[config.mk]
export PLATFORM = sky130hd
export DESIGN_NAME = fetch_decode_queue
export DESIGN_NICKNAME = d
export VERILOG_FILES = /design/src/rtl/pipe_pkg.sv /design/src/rtl/fdq_mem.sv /design/src/rtl/fetch_decode_queue.sv
export SDC_FILE = /design/constraint.sdc
export NUM_CORES = 1
export LEC_CHECK = 0
export CAP_MARGIN = 20
export CORE_ASPECT_RATIO = 1.5
export CORE_MARGIN = 2
export CORE_UTILIZATION = 55
export CTS_CLUSTER_DIAMETER = 120
export DETAILED_ROUTE_END_ITERATION = 8
export PLACE_DENSITY_LB_ADDON = 0.2
export SLEW_MARGIN = 20
export SYNTH_ARGS = -nofsm -noshare
export SYNTH_HDL_FRONTEND = slang
export SYNTH_HIERARCHICAL = 1
export SYNTH_SLANG_ARGS = --single-unit
[constraint.sdc]
create_clock -name clk_i -period 15.1 [get_ports clk_i]
set_input_delay 3.02 -clock clk_i [delete_from_list [all_inputs] [get_ports clk_i]]
set_output_delay 3.02 -clock clk_i [all_outputs]
set_load 0.05 [all_outputs]
[src/rtl/pipe_pkg.sv]
// pipe_pkg: shared pipeline constants and the IF/ID entry type
package pipe_pkg;
  localparam int DEF_INSTR_W = 32;
  localparam int DEF_PC_W = 32;
  localparam logic [DEF_INSTR_W-1:0] NOP_INSTR = 32'h0;
  typedef struct packed {
    logic [DEF_INSTR_W-1:0] instr;
    logic [DEF_PC_W-1:0] pc;
  } fetch_entry_t;
endpackage

[src/rtl/fdq_mem.sv]
// fdq_mem: register array with one write port and one asynchronous read port
module fdq_mem #(
  parameter int DEPTH = 4,
  parameter int W = 64,
  localparam int AW = $clog2(DEPTH)
) (
  input  logic          clk,
  input  logic          we,
  input  logic [AW-1:0] waddr,
  input  logic [W-1:0]  wdata,
  input  logic [AW-1:0] raddr,
  output logic [W-1:0]  rdata
);
  logic [W-1:0] mem [DEPTH];
  always_ff @(posedge clk)
    if (we) mem[waddr] <= wdata;
  assign rdata = mem[raddr];
endmodule

[src/rtl/fetch_decode_queue.sv]
// fetch_decode_queue: circular IF->ID buffer with flush and optional NOP dropping
module fetch_decode_queue
  import pipe_pkg::*;
#(
  parameter int INSTR_W = DEF_INSTR_W,
  parameter int PC_W = DEF_PC_W,
  parameter int DEPTH = 4,
  parameter bit DROP_NOP = 1'b1,
  localparam int CW = $clog2(DEPTH+1)
) (
  input  logic               clk_i,
  input  logic               rst_n_i,
  input  logic               flush_i,
  input  logic               enq_valid_i,
  output logic               enq_ready_o,
  input  logic [INSTR_W-1:0] instr_i,
  input  logic [PC_W-1:0]    pc_i,
  output logic               deq_valid_o,
  input  logic               deq_ready_i,
  output logic [INSTR_W-1:0] instr_o,
  output logic [PC_W-1:0]    pc_o,
  output logic [CW-1:0]      count_o
);
  localparam int AW = $clog2(DEPTH);
  localparam int W = INSTR_W + PC_W;
  logic [AW-1:0] rd_ptr, wr_ptr;
  logic [CW-1:0] count;
  logic [W-1:0] head;
  logic empty, is_nop, store, pop;
  assign empty = count == '0;
  assign enq_ready_o = count != CW'(DEPTH);
  assign deq_valid_o = !empty;
  assign is_nop = DROP_NOP && instr_i == INSTR_W'(NOP_INSTR);
  assign store = enq_valid_i & enq_ready_o & !is_nop & !flush_i;
  assign pop = deq_valid_o & deq_ready_i & !flush_i;
  assign count_o = count;
  always_ff @(posedge clk_i or negedge rst_n_i)
    if (!rst_n_i) begin
      rd_ptr <= '0;
      wr_ptr <= '0;
      count <= '0;
    end else if (flush_i) begin
      rd_ptr <= '0;
      wr_ptr <= '0;
      count <= '0;
    end else begin
      if (store) wr_ptr <= wr_ptr + 1'b1;
      if (pop) rd_ptr <= rd_ptr + 1'b1;
      count <= count + CW'(store) - CW'(pop);
    end
  fdq_mem #(.DEPTH(DEPTH), .W(W)) u_mem (
    .clk(clk_i),
    .we(store),
    .waddr(wr_ptr),
    .wdata({instr_i, pc_i}),
    .raddr(rd_ptr),
    .rdata(head)
  );
  // stale storage is never exposed: outputs read as a bubble while empty
  assign instr_o = empty ? '0 : head[W-1:PC_W];
  assign pc_o = empty ? '0 : head[PC_W-1:0];
endmodule

==> impl_metrics.csv, run 1 <==
group,metric,value,unit
worst_setup_path,critPathKind,"reg -> out",
global_route,grt_pass1_vias,5222,
power,pwr-share-comb,37.0,%
timing,rsz0062_at_grt,"no",
synth,synth_warnings,6,
timing,finalHoldViolCount,0,
synth,ys_seq_area_share,76.4,%
power,netSwitchingFraction,35.0,%
min_path,hold_class,"reg -> reg",
detailed_routing,drc_errors,0,
finish,final_cell_mix,"edfxtp_1 (256), clkdlybuf4s50_1 (137), and2_1 (64), mux4_2 (60), clkbuf_16 (23)",
clock_network,htree_levels,1,
run_status,status,"finished, final reports clean",
worst_setup_path,critical_path_buf_inv_count,2,
power,power_density,180,nW/um2
synth,syn_avg_cell_area,22.5,um2
finish,synthToLayoutAreaGrowth,21.3,%
global_route,grt_usage,19.3,%
worst_setup_path,end_kind,"output port",
clock_network,cts_tree,"done",
clock_network,cts_setup_buffers,0,
finish,layout.area.seq,7870,um2
worst_setup_path,crit_arrival,3.54,ns
timing,period_share,43.4,%
finish,drive_above_1_share,17.8,%
min_path,worst_hold_startpoint,"wr_ptr[1]$_DFFE_PN0P_",
synth,synthArstFlopShare,2.66,%
flow_run,drv_cap,0,
detailed_routing,ant_nets,0,
worst_setup_path,path_delay_family,"buffers and inverters",
finish,multi_input_area,2210,um2
detailed_routing,drt_iter0_drc,271,
placement,io_buffers,137,
finish,fillers,1232,
finish,mostFrequentLayoutCell,"edfxtp_1",
clock_network,clock_latency,0.49,ns
timing,finalSetupTns,0,ns
timing,whs,0.716,ns
worst_setup_path,crit_slowest_cell,"dfrtp_4",
timing,max_freq,153,MHz
synth,synth_cell_types,31,
timing,worstMarginPinSlew,1.06,ns
placement,dpl_cell_area,11800,um2
worst_setup_path,critical_path.startpoint,"rd_ptr[0]$_DFFE_PN0P_",
power,p_clk_share,23.7,%
synth,synth_ff_type,"edfxtp_1",
power,switching_power,787,uW
placement,globalplace.congestion,0.713,
clock_network,postCtsResizedCells,0,
detailed_routing,viasPerCell,5.63,
clock_network,cts_sinks,263,
synth,yosys.area_share.simple,5.91,%
clock_network,clk_pin_slew,0.06,ns
clock_network,cts_hold_buf,0,
floorplanning,dieWidth,116,um
clock_network,cts_root_buffer,"clkbuf_16",
global_route,grt_max_degree,68,
synth,synth-seq-cells,263,
synth,synth_fa_ha_area_share,0.438,%
floorplanning,start_util,55.7,%
finish,num-nets-final,675,
synth,synth_edf_count,256,
placement,dp.cells,830,
worst_setup_path,cp.required,12.08,ns
clock_network,cts_max_path_buffers,3,
detailed_routing,vias,4900,
detailed_routing,drt_first_pass_iters,4,
detailed_routing,drt_wl_total,18900,um
global_route,antenna_found_initial,0,
global_route,grt_pass1_wl,28600,um
worst_setup_path,critPathMaxFanout,39,
global_route,grt-ovfl-total,0,
detailed_routing,wl_per_cell,21.7,um
floorplanning,dieArea,19800,um2
synth,synth_compound_area_share,0.170,%
placement,dp_hpwl,10800,um
power,p_leak,3.95,nW
floorplanning,rows,61,
synth,synthXorXnorAreaFrac,0.341,%
power,seqPwrFrac,39.3,%
finish,antenna_cells,0,
synth,synth_area,10300,um2
worst_setup_path,cp_cell_sequence,"buf_4 > mux4_1 > and2_1 > clkdlybuf4s50_1",
clock_network,numCtsBuffers,23,
synth,synth_cells,458,
worst_setup_path,worstSetupStartpointType,"register",
synth,synth_mux_area_share,14.4,%
worst_setup_path,worstReg2RegStart,"count_o[1]$_DFF_PN0_",
floorplanning,die_y,172,um
finish,stdcell_count,870,
finish,fin_area,12500,um2
floorplanning,io_pins,138,
timing,setup_viol,0,
worst_setup_path,critPathMaxStageDelay,0.78,ns
floorplanning,coreArea,18500,um2
power,ir_drop,0.000129,V
power,internal-power,1.46,mW
timing,slew-limit-headroom,29.5,%
synth,synth_fp_nets,530,
timing,fin_skew,0.00601,ns
synth,synth_top_family_by_area,"multiplexers",
timing,period_needed,6.56,ns
timing,drv_slew,0,
[cell type report]
class / count / share of cell area (%)
Timing Repair Buffer: 142 / 11.3
Sequential cell: 263 / 63.0
Tap cell: 252 / 2.53
Clock buffer: 27 / 4.73
Inverter: 2 / 0.0601
Clock inverter: 13 / 0.651
Multi-Input combinational cell: 171 / 17.7
[logic make-up after synthesis]
kind of cell / Yosys count
DFF: 263
and+or+nand+nor: 96
muxes: 66
buffers and inverters: 24
xor gates and xnor gates: 4
adders and majority gates: 3
AOI/OAI and AO/OA: 2
[through the flow]
step	total power [mW]	utilization (%)	setup WS, ns
after global placement	1.74	63.9	8.94
after global routing	2.34	67.6	8.28
after CTS	2.27	67.6	8.43
final	2.25	67.6	8.54
after floorplan	1.51	-	6.14
after detailed placement	1.74	63.9	8.97
[power by group through the flow]
stage / Combinational [mW] / Clock (mW) / Sequential (mW)
after floorplan: 0.632 / 0 / 0.882
after global placement: 0.837 / 0 / 0.900
after detailed placement: 0.839 / 0 / 0.903
after CTS: 0.843 / 0.543 / 0.887
after global routing: 0.873 / 0.572 / 0.891
final: 0.832 / 0.532 / 0.885
[final timing paths]
kind	slack, ns	cells past startpoint	end
max reg2reg	12.31	6	u_mem/mem[2][44]$_DFFE_PP_
min in group asynchronous	2.78	1	rd_ptr[1]$_DFFE_PN0P_
max in group asynchronous	12.06	1	rd_ptr[0]$_DFFE_PN0P_
min reg2reg	0.72	2	wr_ptr[1]$_DFFE_PN0P_
min	0.72	2	wr_ptr[1]$_DFFE_PN0P_
max	8.54	4	pc_o[1]
[per-layer routing]
layer	wire length [um]	vias up	GRT usage (%)
li1	-	2152	-
met1	7600	2588	24.7
met2	10000	134	34.4
met3	959	26	3.21
met4	306	0	4.92
met5	0	-	0
[synthesized netlist by cell type, types with 3 or more instances]
master | instances | share of area [%]
mux4_1 | 4 | 1.0
nor2b_1 | 4 | 0.24
dfrtp_1 | 7 | 1.7
xor2_1 | 3 | 0.26
buf_12 | 6 | 1.2
edfxtp_1 | 256 | 75
buf_6 | 5 | 0.55
nor4_1 | 8 | 0.49
nor2_1 | 7 | 0.26
buf_2 | 6 | 0.29
mux4_2 | 60 | 13
and2_1 | 64 | 3.9
clkbuf_1 | 4 | 0.15
[registers in the layout (all words and copies together) (netlist names)]
signal and count:
count_o 3, u_mem/mem 256, rd_ptr 2, wr_ptr 2
[tightest hold or removal path, stage by stage, from the launching register on]
cell and delay, ns:
dfrtp_1 0.43, nor2_1 0.11, mux2_4 0.15
(Power assumes the default switching activity.)
==> run 2, diff against run 1 <==
==> constraint.sdc (replaced) <==
create_clock -name clk_i -period 6.7 [get_ports clk_i]
set_input_delay 1.34 -clock clk_i [delete_from_list [all_inputs] [get_ports clk_i]]
set_output_delay 1.34 -clock clk_i [all_outputs]
set_load 0.05 [all_outputs]
==> impl_metrics.csv, run 2 (synthesized netlist as in run 1, its figures left out) <==
group,metric,value,unit
timing,layout_setup_ws,2.36,ns
timing,worstMarginPinSlew,1.02,ns
timing,drv_slew,0,
finish,drive_above_1_share,18.2,%
global_route,antenna_found_initial,1,
power,ir_drop,0.000482,V
finish,multi_input_area,2220,um2
detailed_routing,drt_iter0_drc,354,
detailed_routing,drt_first_pass_iters,7,
finish,post-route-util,68.2,%
finish,stdcell_count,872,
global_route,grt_usage,19.3,%
clock_network,numCtsBuffers,23,
timing,period_share,64.7,%
min_path,hold_class,"reg -> reg",
detailed_routing,drc_errors,0,
worst_setup_path,cp.required,5.36,ns
global_route,grt_pass1_wl,28800,um
finish,largest_reg_flops,256,
clock_network,cts_sinks,263,
global_route,grt_pass1_vias,5248,
worst_setup_path,worstReg2RegStart,"count_o[1]$_DFF_PN0_",
detailed_routing,vias,4853,
worst_setup_path,worstSetupStartpointType,"register",
worst_setup_path,end_kind,"output port",
floorplanning,coreArea,18500,um2
clock_network,clock_latency,0.49,ns
floorplanning,start_util,55.7,%
worst_setup_path,path_delay_family,"buffers and inverters",
worst_setup_path,crit_arrival,3.00,ns
clock_network,cts_root_buffer,"clkbuf_16",
power,p_leak,3.97,nW
finish,final_cell_mix,"edfxtp_1 (256), clkdlybuf4s50_1 (137), and2_1 (64), mux4_2 (60), clkbuf_16 (23)",
finish,num-nets-final,676,
worst_setup_path,critPathKind,"reg -> out",
clock_network,cts_tree,"done",
timing,setup_viol,0,
detailed_routing,m1WireLength,7600,um
floorplanning,dieWidth,116,um
clock_network,htree_levels,1,
floorplanning,io_pins,138,
clock_network,cts_hold_buf,0,
finish,synthToLayoutAreaGrowth,22.4,%
clock_network,cts_setup_buffers,0,
detailed_routing,wl_met2,9820,um
timing,finalSetupTns,0,ns
global_route,grt-ovfl-total,0,
floorplanning,die_y,172,um
timing,period_needed,4.34,ns
min_path,worst_hold_startpoint,"count_o[2]$_DFF_PN0_",
placement,io_buffers,137,
detailed_routing,top_layer_used,"met5",
worst_setup_path,crit_slowest_cell,"clkdlybuf4s50_1",
detailed_routing,wl_per_cell,21.4,um
detailed_routing,viasPerCell,5.57,
worst_setup_path,cp_cell_sequence,"buf_4 > mux4_2 > and2_1 > clkdlybuf4s50_1",
worst_setup_path,critPathMaxStageDelay,0.70,ns
clock_network,cts_max_path_buffers,3,
global_route,grt_max_degree,68,
placement,dp.cells,830,
finish,regMostFlops,"u_mem/mem",
finish,fillers,1236,
clock_network,clk_pin_slew,0.07,ns
timing,fin_skew,0.00918,ns
timing,max_freq,231,MHz
detailed_routing,drt_wl_total,18600,um
timing,slew-limit-headroom,31.7,%
floorplanning,dieArea,19800,um2
run_status,status,"finished, final reports clean",
detailed_routing,wl_met3,1010,um
timing,rsz0062_at_grt,"no",
floorplanning,rows,61,
placement,dp_hpwl,10700,um
finish,mostFrequentLayoutCell,"edfxtp_1",
finish,layout.area.seq,7870,um2
detailed_routing,ant_nets,0,
power,power_density,409,nW/um2
placement,pre_cts_ws,2.29,ns
flow_run,drv_cap,0,
clock_network,postCtsResizedCells,0,
worst_setup_path,critPathMaxFanout,19,
placement,globalplace.congestion,0.752,
timing,finalHoldViolCount,0,
worst_setup_path,critical_path_buf_inv_count,2,
finish,antenna_cells,0,
worst_setup_path,critical_path.startpoint,"rd_ptr[0]$_DFFE_PN0P_",
## run 2: changes by cell type in the layout (fill, tap and decap cells not counted), moves of 2 or more
| cell | previous run | this run |
|---|---|---|
| clkinv_1 | 7 | 3 |
| clkbuf_1 | 4 | 7 |
| buf_16 | 0 | 2 |
| buf_4 | 5 | 3 |
| clkinv_2 | 5 | 3 |
| clkinvlp_4 | 0 | 2 |
## run 2: metal layers
layer,up-vias,GRT usage [%]
met5,-,0
met4,2,4.04
met3,16,3.14
met2,149,33.5
met1,2527,26.3
li1,2159,-
## run 2: cell type report
cell class	instances	area share [%]
Tap cell	252	2.50
Sequential cell	263	62.5
Multi-Input combinational cell	171	17.6
Clock buffer	30	4.78
Inverter	2	0.0596
Timing Repair Buffer	143	11.7
Clock inverter	11	0.875
## run 2: path summary, 6_finish.rpt
path	end	slack (ns)	depth (start not counted)
max reg2reg	count_o[2]$_DFF_PN0_	3.96	10
min	count_o[2]$_DFF_PN0_	0.71	3
min in group asynchronous	count_o[1]$_DFF_PN0_	1.12	1
min reg2reg	count_o[2]$_DFF_PN0_	0.71	3
max in group asynchronous	rd_ptr[1]$_DFFE_PN0P_	5.27	1
max	instr_o[28]	2.36	4
## run 2: metrics by stage
| stage | power, mW | hold slack, ns | area, um2 |
|---|---|---|---|
| 6_report | 5.14 | 0.709 | 12600 |
| 4_1_cts | 5.19 | 0.723 | 12600 |
| 3_3_place_gp | 3.91 | 0.659 | 11800 |
| 2_1_floorplan | 3.41 | 0.504 | 10300 |
| 3_5_place_dp | 3.93 | 0.695 | 11900 |
| 5_1_grt | 5.36 | 0.762 | 12600 |
## run 2: tightest hold or removal path: stages (launching register included)
cell and delay, ns:
dfrtp_1 0.40, xor2_1 0.10, xnor2_1 0.13, nor2_1 0.04
## run 2: where the power goes
group	total (mW)	switching (mW)	internal [mW]
sequential	1.98	0.0796	1.90
combinational	1.91	1.17	0.744
clock	1.25	0.538	0.713
==> run 3, diff against run 2 <==
==> constraint.sdc (replaced) <==
create_clock -name clk_i -period 4.4 [get_ports clk_i]
set_input_delay 0.88 -clock clk_i [delete_from_list [all_inputs] [get_ports clk_i]]
set_output_delay 0.88 -clock clk_i [all_outputs]
set_load 0.05 [all_outputs]
==> impl_metrics.csv, run 3 (synthesized netlist as in run 1, its figures left out) <==
group,metric,value,unit
run_status,status,"finished, final reports clean",
detailed_routing,drt_iter0_drc,249,
clock_network,postCtsResizedCells,0,
timing,layout_setup_ws,0.498,ns
timing,setup_viol,0,
detailed_routing,vias,4955,
floorplanning,die_y,172,um
power,power_density,629,nW/um2
flow_run,drv_cap,0,
placement,pre_cts_ws,0.721,ns
clock_network,cts_root_buffer,"clkbuf_16",
floorplanning,dieArea,19800,um2
clock_network,cts_max_path_buffers,3,
clock_network,clock_latency,0.52,ns
clock_network,cts_tree,"done",
worst_setup_path,cp.required,3.52,ns
detailed_routing,drt_wl_total,18900,um
worst_setup_path,critPathKind,"reg -> out",
clock_network,cts_setup_buffers,0,
global_route,grt-ovfl-total,0,
finish,mostFrequentLayoutCell,"edfxtp_1",
detailed_routing,wl_per_cell,21.4,um
floorplanning,io_pins,138,
timing,finalHoldViolCount,0,
detailed_routing,drt_first_pass_iters,4,
timing,slew-limit-headroom,51.6,%
floorplanning,coreArea,18500,um2
finish,synthToLayoutAreaGrowth,23.8,%
clock_network,cts_hold_buf,0,
power,ir_drop,0.000588,V
floorplanning,start_util,55.7,%
worst_setup_path,crit_arrival,3.02,ns
timing,period_needed,3.90,ns
finish,largest_reg_flops,256,
floorplanning,dieWidth,116,um
worst_setup_path,end_kind,"output port",
timing,drv_slew,0,
detailed_routing,drc_errors,0,
power,p_leak,4.06,nW
timing,period_share,88.7,%
timing,max_freq,256,MHz
clock_network,htree_levels,1,
placement,globalplace.congestion,0.761,
worst_setup_path,worstSetupStartpointType,"register",
power,p_total,8.01,mW
floorplanning,rows,61,
detailed_routing,ant_nets,0,
timing,whs,0.635,ns
worst_setup_path,critPathMaxFanout,27,
placement,dpl_cell_area,11900,um2
detailed_routing,viasPerCell,5.61,
worst_setup_path,critical_path.startpoint,"rd_ptr[0]$_DFFE_PN0P_",
finish,fin_area,12700,um2
global_route,grt_max_degree,68,
finish,final_cell_mix,"edfxtp_1 (256), clkdlybuf4s50_1 (137), and2_1 (64), mux4_2 (60), clkbuf_16 (25)",
min_path,hold_class,"in -> async",
timing,worstMarginPinSlew,0.727,ns
clock_network,cts_sinks,263,
finish,drive_above_1_share,19.7,%
clock_network,numCtsBuffers,24,
placement,io_buffers,137,
placement,dp_hpwl,11600,um
global_route,grt_pass1_wl,29200,um
global_route,grt_pass1_vias,5360,
global_route,grt_usage,19.5,%
timing,rsz0062_at_grt,"no",
finish,num-nets-final,684,
finish,regMostFlops,"u_mem/mem",
clock_network,clk_pin_slew,0.06,ns
timing,fin_skew,0.0127,ns
global_route,antenna_found_initial,1,
worst_setup_path,worstReg2RegStart,"count_o[1]$_DFF_PN0_",
timing,finalSetupTns,0,ns
-- run 3: cell types whose count changed in the layout (fill, tap and decap cells not counted), moves of 2 or more --
| cell | before | now |
|---|---|---|
| buf_16 | 2 | 0 |
| buf_4 | 3 | 8 |
| clkinv_1 | 3 | 5 |
| buf_12 | 1 | 5 |
| clkinv_2 | 3 | 5 |
| clkbuf_16 | 23 | 25 |
| clkbuf_1 | 7 | 4 |
-- run 3: worst paths after layout --
kind,end,slack (ns),depth (start not counted)
setup / recovery,instr_o[10],0.50,4
hold / removal,wr_ptr[1]$_DFFE_PN0P_,0.63,1
setup reg to reg,count_o[2]$_DFF_PN0_,1.70,10
hold reg to reg,count_o[2]$_DFF_PN0_,0.71,3
max in group asynchronous,rd_ptr[0]$_DFFE_PN0P_,3.49,1
min in group clk_i,count_o[2]$_DFF_PN0_,0.71,3
-- run 3: report_power, final --
part / switching (mW) / total, mW / internal [mW] / leakage [nW]
clock: 0.849 / 2.06 / 1.21 / 0.387
sequential: 0.120 / 3.02 / 2.90 / 2.41
combinational: 1.78 / 2.93 / 1.15 / 1.26
-- run 3: metal layers --
metal | global-route usage, % | vias to the layer above | wire length (um)
met5 | 0 | - | 0
met4 | 6.00 | 0 | 411
met3 | 3.88 | 38 | 993
met2 | 35.2 | 126 | 10300
met1 | 23.7 | 2610 | 7240
li1 | - | 2181 | -
-- run 3: critical path, cell delays in order, from the launching register on --
cell and delay, ns:
dfrtp_4 0.80, buf_4 0.32, mux4_2 0.51, and2_1 0.16
clkdlybuf4s50_1 0.71
-- run 3: through the flow --
stage | util (%) | std cells
finish | 68.9 | 883
global route | 68.9 | 883
detailed placement | 64.6 | 838
global placement | 64.6 | 838
floorplan | - | 458
CTS | 68.9 | 882
-- run 3: area by class of cell --
class	count	area, um2
diodes	1	2.50
clock buffers	29	641
clock inverters	15	150
fillers	1230	5740
inverters	2	7.51
multi-input cells	171	2220
flip-flops and latches	263	7870
well taps	252	315
repair buffers	150	1530
